===== config.mk =====
export PLATFORM = sky130hd
export DESIGN_NAME = fetch_sequencer
export DESIGN_NICKNAME = d
export VERILOG_FILES = /design/src/rtl/fetch_sequencer.sv
export SDC_FILE = /design/constraint.sdc
export NUM_CORES = 1
export LEC_CHECK = 0
export CORE_ASPECT_RATIO = 1.75
export CORE_MARGIN = 4
export CORE_UTILIZATION = 23
export CTS_CLUSTER_SIZE = 25
export DETAILED_ROUTE_END_ITERATION = 8
export HOLD_SLACK_MARGIN = 0.15
export PLACE_DENSITY = 0.57
export SLEW_MARGIN = 20
export SYNTH_ARGS = -nofsm -noshare
export SYNTH_HDL_FRONTEND = slang
export SYNTH_SLANG_ARGS = --single-unit

===== constraint.sdc =====
create_clock -name clk -period 3.3 [get_ports clk]
set_input_delay 0.33 -clock clk [delete_from_list [all_inputs] [get_ports clk]]
set_output_delay 0.33 -clock clk [all_outputs]
set_load 0.02 [all_outputs]

===== src/rtl/fetch_sequencer.sv =====
// Instruction-fetch controller: reads 1- or 2-byte instructions from program memory
// and steers the PC counter. Define FETCH_TIMEOUT_EN to add the ack-timeout watchdog.
//   state  | meaning
//   IDLE   | after reset (or halted after a fetch timeout)
//   FETCH0 | requesting the opcode byte at pc_in
//   FETCH1 | requesting the immediate byte of a long instruction
//   OUT    | instruction presented to the decoder
module fetch_sequencer #(
  parameter int ADDR_WIDTH     = 8,
  parameter int DATA_WIDTH     = 8,
  parameter int TIMEOUT_CYCLES = 15
) (
  input  logic                  clk,
  input  logic                  nReset,
  input  logic [ADDR_WIDTH-1:0] pc_in,
  output logic                  pc_countEnable,
  output logic                  pc_nLoadEnable,
  output logic [ADDR_WIDTH-1:0] pc_loadValue,
  output logic [ADDR_WIDTH-1:0] mem_addr,
  output logic                  mem_req,
  input  logic                  mem_ack,
  input  logic [DATA_WIDTH-1:0] mem_data,
  input  logic                  redirect_valid,
  input  logic [ADDR_WIDTH-1:0] redirect_addr,
  output logic                  ir_valid,
  input  logic                  ir_ready,
  output logic [DATA_WIDTH-1:0] ir_op,
  output logic [DATA_WIDTH-1:0] ir_imm,
  output logic                  ir_long,
  output logic                  fetch_error
);

  typedef enum logic [1:0] {IDLE, FETCH0, FETCH1, OUT} state_t;

  state_t                state_q, state_d;
  logic [DATA_WIDTH-1:0] op_q, op_d, imm_q, imm_d;
  logic                  long_q, long_d;
  logic                  redirect, ack, halted;

`ifdef FETCH_TIMEOUT_EN
  localparam int WW = $clog2(TIMEOUT_CYCLES + 1);
  localparam logic [WW-1:0] WAIT_MAX = WW'(TIMEOUT_CYCLES);
  logic [WW-1:0] wait_q, wait_d;
  logic          err_q, err_d;

  assign halted      = err_q;
  assign fetch_error = err_q;
`else
  assign halted      = 1'b0;
  assign fetch_error = 1'b0;
`endif

  // After a timeout the block is frozen, so redirects must not touch the PC either.
  assign redirect       = redirect_valid & ~halted;
  assign mem_req        = (state_q == FETCH0) || (state_q == FETCH1);
  assign ack            = mem_ack & mem_req;
  assign pc_countEnable = ack & ~redirect;
  assign pc_nLoadEnable = ~redirect;
  assign pc_loadValue   = redirect_addr;
  assign mem_addr       = pc_in;
  assign ir_valid       = (state_q == OUT);
  assign ir_op          = op_q;
  assign ir_imm         = imm_q;
  assign ir_long        = long_q;

  always_comb begin
    state_d = state_q;
    op_d    = op_q;
    imm_d   = imm_q;
    long_d  = long_q;
    if (redirect) begin
      state_d = FETCH0;
    end else begin
      case (state_q)
        IDLE:   if (!halted) state_d = FETCH0;
        FETCH0: if (ack) begin
          op_d = mem_data;
          if (mem_data[DATA_WIDTH-1 -: 2] == 2'b11) begin
            long_d  = 1'b1;
            state_d = FETCH1;
          end else begin
            imm_d   = '0;
            long_d  = 1'b0;
            state_d = OUT;
          end
        end
        FETCH1: if (ack) begin
          imm_d   = mem_data;
          state_d = OUT;
        end
        OUT:    if (ir_ready) state_d = FETCH0;
        default: state_d = IDLE;
      endcase
    end
`ifdef FETCH_TIMEOUT_EN
    wait_d = wait_q;
    err_d  = err_q;
    if (!mem_req || ack || redirect) begin
      wait_d = '0;
    end else if (wait_q + 1'b1 == WAIT_MAX) begin
      wait_d  = '0;
      err_d   = 1'b1;
      state_d = IDLE;
    end else begin
      wait_d = wait_q + 1'b1;
    end
`endif
  end

  always_ff @(posedge clk or negedge nReset) begin
    if (!nReset) begin
      state_q <= IDLE;
      op_q    <= '0;
      imm_q   <= '0;
      long_q  <= 1'b0;
    end else begin
      state_q <= state_d;
      op_q    <= op_d;
      imm_q   <= imm_d;
      long_q  <= long_d;
    end
  end

`ifdef FETCH_TIMEOUT_EN
  always_ff @(posedge clk or negedge nReset) begin
    if (!nReset) begin
      wait_q <= '0;
      err_q  <= 1'b0;
    end else begin
      wait_q <= wait_d;
      err_q  <= err_d;
    end
  end
`endif

endmodule


==> out/results.ini, run 1 <==
[synth]
synth_simple_gate_area_share_pct = 7.986
synth-warning-count = 0
avgSynthCellArea_um2 = 10.82
synth_top_family_by_area = buffers and inverters
ys_seq_elements = 19
synthXorXnorAreaFrac_pct = 0
synth.distinct_cells = 22
yosysTopAreaCellShare_pct = 45.29
ys_seq_area_share_pct = 45.29
netlist_top_cells_area = dfrtp_1, buf_4, mux2i_1, mux2_2, inv_1
synth_cells = 97
synth_area_um2 = 1050
yosysTopAreaCell = dfrtp_1
synthMuxAreaShare_pct = 19.19
synthAdderAreaFrac_pct = 3.576
synth_compound_area_share_pct = 3.933
synth_fp_nets = 129

[pwr]
p_leak_nw = 0.5980
power_mw = 1.091
p_sw_uw = 397.5
peakVddDrop_mv = 0.2974
comb_power_share_pct = 51.9
power_frac_seq_pct = 33.6
p_int_uw = 693.6
powerDensity_nw_per_um2 = 818.8
swShare_pct = 36.43
p_clk_share_pct = 14.5

[floorplan]
ioPinCount = 67
chipHeight_um = 97.37
die_x_um = 59.07
die_area_um2 = 5752
initial_core_util_pct = 23.84
coreArea_um2 = 4404
num_rows = 32

[sta]
fin_crit_sh_pct = 69.75
setup_viol = 0
max_freq_ghz = 0.4344
max_slew_margin_pct = 43.22
holdWs_ns = 0.5111
slew_violations = 0
totalNegativeSetupSlack_ns = 0
period_needed_ns = 2.302
finClkSkew_ns = 0.001862
finalHoldViolCount = 0
tightest_slew_ns = 0.8491
rsz0062_at_grt = false

[worst_setup_path]
slowest_stage = clkdlybuf4s50_1
cp_max_fo = 4
worstRegToRegCells = 5
worst-path-stages = 5
worst-path-buf-inv = 2
endpoint_kind = primary output
cp.required_ns = 2.97
arrival_ns = 1.97
critPathMaxStageDelay_ns = 0.60
critPathKind = register to primary output
critPathLaunchType = register
crit_family = buffers and inverters
worst-r2r-setup-slack_ns = 1.31
path_cells = inv_1 -> ha_1 -> nor2_1 -> and2_1 -> clkdlybuf4s50_1

[finish]
final_cells = 165
fillerInstances = 481
fin_nets = 147
drive_gt1_share_pct = 12.28
num_antenna_cells = 0
areaGrowthSynthToFinish_pct = 26.94
mostFrequentLayoutCells = clkdlybuf4s50_1, dfrtp_1, inv_1
final_common_cell = clkdlybuf4s50_1

[clock_network]
cts_hold_buffers = 0
cts_setup_buffers = 0
path_clk_slew_ns = 0.07
cts.sinks = 19
cts_tree = yes
ctsResizeCount = 0
cts_buffers = 3
clock_latency_ns = 0.25
cts.path.max_buffers = 2
root_buffer = clkbuf_8
htreeDepth = 1

[global_routing]
grt_max_degree = 20
antenna_found_initial = 0
overflow = 0
grt_pass1_wl_um = 3553
grt_pass1_vias = 751
grt.total_usage_pct = 7.920

[drt]
wirelength_um = 2099
route.vias.total = 671
antenna_left = 0
avgViaCountPerCell = 4.067
drt_first_iter_violations = 11
firstDrtPassIters = 4
route.detailed.drc = 0
wl_per_cell_um = 12.72

[worst_hold_path]
min_path_cells = 1
hold_path.class = register to register

[outcome]
status = finished clean

[placement]
gp_congestion = 0.6881
hpwl_um = 1677
place_inst = 161
numPortBuffers = 33

[run]
max-cap-violations = 0

synth_stat cells (all sizes together):
master and number:
ha 3, dfrtp 19, nand2 10, and3 1, o21ai 2, mux2 8
or3 1, a211o 1, nor2 2, nand2b 1, mux2i 10, conb 1
a2111oi 1, nor2b 1, and2 1, buf 20, nand3 1, inv 13
a32o 1
power groups by stage:
stage          registers, mW  clock network, mW  logic, mW
3_3_place_gp           0.369                  0      0.567
5_1_grt                0.380              0.173      0.611
4_1_cts                0.369              0.166      0.576
2_1_floorplan          0.458                  0      0.280
6_report               0.367              0.158      0.567
3_5_place_dp           0.373                  0      0.572
per-stage QoR:
step                utilization [%]  instance area [µm²]  setup slack (ns)
floorplan                         -                 1050             1.676
global placement              29.20                 1286             1.194
detailed placement            29.20                 1286             1.179
CTS                           30.26                 1333            0.9830
global route                  30.26                 1333            0.8589
finish                        30.26                 1333            0.9981
routing by layer:
layer / part of all wire, % / global-route usage [%] / vias to the layer above
li1: - / - / 325
met1: 40 / 8.964 / 321
met2: 50 / 12.86 / 21
met3: 8.6 / 2.527 / 4
met4: 1.6 / 4.014 / 0
met5: 0 / 0 / -
state kept, by name, summed over array words and instances, names as in the netlist:
register / count
ir_imm: 8
ir_op: 8
state_q: 2
ir_long: 1
worst register-to-register path, stage by stage, from the launching register on:
cell and delay [ns]:
dfrtp_1 0.39, inv_1 0.07, ha_1 0.35, nor2_1 0.16, and3_1 0.51, mux2_2 0.40
final cells by class:
class	instances	area, µm²	share of cell area [%]
multi-input combinational	45	367.9	27.61
inverter	13	48.80	3.662
clock inverter	1	5.005	0.3756
timing repair buffer	33	330.3	24.79
tap	51	63.81	4.789
sequential	19	475.5	35.68
clock buffer	3	41.29	3.099
kinds of logic (layout without fill, tap and decap cells):
family | Yosys count | after routing
AOI/OAI and AO/OA | 5 | 5
adders and majority gates | 3 | 3
buffers and inverters | 33 | 50
DFF | 19 | 19
muxes | 18 | 18
other | 1 | 1
and+or+nand+nor | 18 | 18
worst paths after layout:
check / from / to
max in group asynchronous: nReset / ir_imm[3]
max reg2reg: state_q[0] / ir_op[4]
min: ir_op[2] / ir_op[2]
min in group asynchronous: nReset / state_q[1]
max: state_q[0] / pc_countEnable
min reg2reg: ir_op[2] / ir_op[2]
No activity file was read; power rests on OpenSTA's default activity.
==> inputs of run 2 (changes only) <==
==> constraint.sdc (replaced) <==
create_clock -name clk -period 2.2 [get_ports clk]
set_input_delay 0.22 -clock clk [delete_from_list [all_inputs] [get_ports clk]]
set_output_delay 0.22 -clock clk [all_outputs]
set_load 0.02 [all_outputs]
==> run 2 against run 1 <==
First-iteration DRC count decreased by 18%. Register-to-register slack worse by 1.1 ns. Non-clock buffer count increased by 1. Clock power increased by 51%. Utilization increased by 0.14 points.
==> out/results.ini, run 2 (synthesis gave the netlist of run 1 again) <==
[floorplan]
initial_core_util_pct = 23.84
die_x_um = 59.07
die_area_um2 = 5752
ioPinCount = 67
chipHeight_um = 97.37
num_rows = 32
coreArea_um2 = 4404

[pwr]
p_int_mw = 1.042
swShare_pct = 36.83
p_leak_nw = 0.6070
p_sw_uw = 607.7
comb_power_share_pct = 52.1
power_mw = 1.650
power_frac_seq_pct = 33.5
p_clk_share_pct = 14.5
peakVddDrop_mv = 0.4330
powerDensity_nw_per_um2 = 1233

[sta]
slew_violations = 0
max_slew_margin_pct = 40.13
period_needed_ns = 1.953
setup_viol = 0
totalNegativeSetupSlack_ns = 0
max_freq_ghz = 0.5120
tightest_slew_ns = 0.8953
finClkSkew_ns = 0.0009836
rsz0062_at_grt = false
finalHoldViolCount = 0
fin_crit_sh_pct = 88.78

[worst_setup_path]
arrival_ns = 2.09
endpoint_kind = register
critPathMaxStageDelay_ns = 0.47
crit_family = simple AND/OR/NAND/NOR gates
worst-r2r-setup-slack_ns = 0.25
critPathLaunchType = register
path_cells = inv_1 -> ha_1 -> nor2_1 -> and3_1 -> mux2_2
critPathKind = register to register
slowest_stage = and3_1
cp.required_ns = 2.34
worst-path-buf-inv = 1
cp_max_fo = 9

[drt]
route.vias.total = 690
firstDrtPassIters = 4
avgViaCountPerCell = 4.157
drt_first_iter_violations = 9
route.detailed.drc = 0
wl_per_cell_um = 13.17
wirelength_um = 2187
antenna_left = 0

[finish]
fillerInstances = 480
multi_input_area_um2 = 367.9
num_antenna_cells = 0
areaGrowthSynthToFinish_pct = 27.53
regArea_um2 = 475.5
fin_nets = 148
final_common_cell = clkdlybuf4s50_1
mostFrequentLayoutCells = clkdlybuf4s50_1, dfrtp_1, inv_1
drive_gt1_share_pct = 13.04
fin_util_pct = 30.40

[global_routing]
overflow = 0
grt_pass1_vias = 699
grt_pass1_wl_um = 3491
grt_max_degree = 20
antenna_found_initial = 0
grt.total_usage_pct = 7.874

[outcome]
status = finished clean

[placement]
gp_congestion = 0.7383
hpwl_um = 1741
numPortBuffers = 33

[clock_network]
cts_hold_buffers = 0
cts_setup_buffers = 0
root_buffer = clkbuf_8
path_clk_slew_ns = 0.07
cts.path.max_buffers = 2
clock_latency_ns = 0.25
cts.sinks = 19
cts_buffers = 3
ctsResizeCount = 1
cts_tree = yes
htreeDepth = 1

[run]
max-cap-violations = 0

[worst_hold_path]
hold_path.class = input port to primary output

run 2: changes by cell type in the layout (fill, tap and decap cells not counted):
cell / previous run / this run
clkdlybuf4s50_1: 33 / 32
dlygate4sd2_1: 0 / 1
buf_4: 0 / 1
run 2: per-stage QoR:
| step | area (µm²) | hold slack [ns] | cells | setup slack, ns |
|---|---|---|---|---|
| floorplan | 1050 | -0.07559 | 97 | 0.5760 |
| global placement | 1294 | 0.4401 | 162 | 0.2997 |
| detailed placement | 1294 | 0.4401 | 162 | 0.2485 |
| CTS | 1339 | 0.4401 | 166 | 0.2489 |
| global route | 1339 | 0.4400 | 166 | 0.08978 |
| finish | 1339 | 0.4400 | 166 | 0.2469 |
run 2: final timing paths:
check                           cells after the start               to              from
worst max register to register                      5         ir_op[3]        state_q[0]
worst max-delay path                                5         ir_op[3]        state_q[0]
worst min-delay path                                0  pc_loadValue[1]  redirect_addr[1]
max in group asynchronous                           1        ir_imm[0]            nReset
worst min register to register                      1         ir_op[2]          ir_op[2]
min in group asynchronous                           1          ir_long            nReset
run 2: per-layer routing:
layer  vias to the layer above  global-route usage (%)  wire, µm
met1                       339                   8.739       825
met2                        19                   13.37      1141
met4                         0                   3.316        33
li1                        328                       -         -
met5                         -                       0         0
met3                         4                   2.394       187
run 2: power by group through the flow:
| stage | Clock, mW | Combinational (mW) | Sequential, mW |
|---|---|---|---|
| 3_5_place_dp | 0 | 0.869 | 0.561 |
| 6_report | 0.239 | 0.859 | 0.552 |
| 2_1_floorplan | 0 | 0.420 | 0.687 |
| 5_1_grt | 0.261 | 0.924 | 0.566 |
| 4_1_cts | 0.248 | 0.871 | 0.555 |
| 3_3_place_gp | 0 | 0.854 | 0.559 |
run 2: layout make-up:
| cell class | instances | share of cell area, % |
|---|---|---|
| multi-input cells | 45 | 27.48 |
| clock inverters | 1 | 0.3738 |
| well taps | 51 | 4.766 |
| inverters | 13 | 3.645 |
| clock buffers | 3 | 3.084 |
| repair buffers | 34 | 25.14 |
| flip-flops and latches | 19 | 35.51 |
==> inputs of run 3 (changes only) <==
==> constraint.sdc (replaced) <==
create_clock -name clk -period 2.2 [get_ports clk]
set_input_delay 0.22 -clock clk [delete_from_list [all_inputs] [get_ports clk]]
set_output_delay 0.22 -clock clk [all_outputs]
set_load 0.05 [all_outputs]
==> run 3 against run 2 <==
First-iteration DRC count unchanged. Highest routed layer unchanged. Non-clock buffer count decreased by 1. Global-route usage increased by 0.17 points. Die area unchanged. Largest cell class unchanged. Cell count decreased by 0.60%.
==> out/results.ini, run 3 (synthesis gave the netlist of run 1 again) <==
[outcome]
status = finished clean

[sta]
slew_violations = 0
setup_viol = 0
period_needed_ns = 1.970
finalHoldViolCount = 0
totalNegativeSetupSlack_ns = 0
tightest_slew_ns = 0.8730
max_freq_ghz = 0.5077
finClkSkew_ns = 0.002017
worst_slack_ns = 0.2304
rsz0062_at_grt = false
max_slew_margin_pct = 41.62
fin_crit_sh_pct = 89.53

[finish]
fillerInstances = 470
areaGrowthSynthToFinish_pct = 27.29
fin_util_pct = 30.34
final_common_cell = clkdlybuf4s50_1
fin_nets = 147
drive_gt1_share_pct = 14.04
num_antenna_cells = 0
mostFrequentLayoutCells = clkdlybuf4s50_1, dfrtp_1, inv_1

[floorplan]
ioPinCount = 67
die_x_um = 59.07
initial_core_util_pct = 23.84
num_rows = 32
coreArea_um2 = 4404
chipHeight_um = 97.37
die_area_um2 = 5752

[drt]
wl_per_cell_um = 13.22
avgViaCountPerCell = 4.091
drt_first_iter_violations = 9
route.vias.total = 675
antenna_left = 0
wirelength_um = 2182
route.detailed.drc = 0
firstDrtPassIters = 3

[clock_network]
root_buffer = clkbuf_8
clock_latency_ns = 0.25
cts.sinks = 19
htreeDepth = 1
cts_hold_buffers = 0
cts_tree = yes
path_clk_slew_ns = 0.07
cts_buffers = 3
cts.path.max_buffers = 2
cts_setup_buffers = 0
ctsResizeCount = 0

[global_routing]
antenna_found_initial = 0
grt_max_degree = 20
grt.total_usage_pct = 8.040
grt_pass1_vias = 702
grt_pass1_wl_um = 3594
overflow = 0

[worst_setup_path]
arrival_ns = 2.10
endpoint_kind = register
cp_max_fo = 10
cp.required_ns = 2.33
slowest_stage = and3_1
critPathLaunchType = register
critPathMaxStageDelay_ns = 0.48
critPathKind = register to register
path_cells = inv_1 -> ha_1 -> nor2_1 -> and3_1 -> mux2_2

[run]
max-cap-violations = 0

[placement]
dp_slack_ns = 0.2261
numPortBuffers = 33
hpwl_um = 1801
gp_congestion = 0.7404

[pwr]
powerDensity_nw_per_um2 = 1476
peakVddDrop_mv = 0.6676
p_leak_nw = 0.6017

[worst_hold_path]
hold_path.class = input port to primary output

==> run 3: changes by cell type in the layout (fill, tap and decap cells not counted) <==
cell	previous run	this run
clkdlybuf4s50_1	32	30
buf_12	0	1
buf_4	1	2
clkbuf_1	0	1
clkinv_2	1	0
dlygate4sd2_1	1	0
==> run 3: report_power, final <==
| part | internal (mW) | leakage, nW | switching, mW |
|---|---|---|---|
| clock network | 0.128 | 0.0228 | 0.106 |
| registers | 0.476 | 0.242 | 0.0771 |
| logic | 0.440 | 0.337 | 0.745 |
| total | 1.04 | 0.602 | 0.928 |
==> run 3: area by class of cell <==
class	instances	area (µm²)	share of cell area (%)
multi-input combinational	45	367.9	27.53
inverter	13	48.80	3.652
clock buffer	4	45.04	3.371
sequential	19	475.5	35.58
timing repair buffer	33	335.3	25.09
tap	51	63.81	4.775
==> run 3: critical path, delay by kind of cell, from the launching register on <==
family | cells | cell delay (ns)
fa+ha+maj | 1 | 0.35
mux | 1 | 0.39
flops | 1 | 0.39
simple gates | 2 | 0.64
buf+inv | 1 | 0.07
==> run 3: final timing paths <==
path	start	end	slack, ns	cells after the start
max	state_q[0]	ir_op[2]	0.23	5
min	redirect_addr[1]	pc_loadValue[1]	0.44	0
max reg2reg	state_q[0]	ir_op[2]	0.23	5
min reg2reg	ir_op[3]	ir_op[3]	0.51	1
max in group asynchronous	nReset	ir_imm[4]	1.19	1
min in group asynchronous	nReset	ir_long	0.47	1
==> run 3: metal layers <==
metal | vias up | global-route usage (%) | share of wire, %
li1 | 324 | - | -
met4 | 0 | 2.269 | 0.78
met3 | 4 | 1.596 | 6.4
met2 | 19 | 13.03 | 53
met5 | - | 0 | 0
met1 | 328 | 10.59 | 40
==> run 3: metrics by stage <==
stage / instances / power, mW / instance area, µm² / hold WS (ns)
global placement: 161 / 1.734 / 1291 / 0.4403
global route: 165 / 2.084 / 1336 / 0.4401
detailed placement: 161 / 1.758 / 1291 / 0.4403
finish: 165 / 1.972 / 1336 / 0.4400
CTS: 165 / 2.002 / 1336 / 0.4403
floorplan: 97 / 1.464 / 1050 / -0.07559
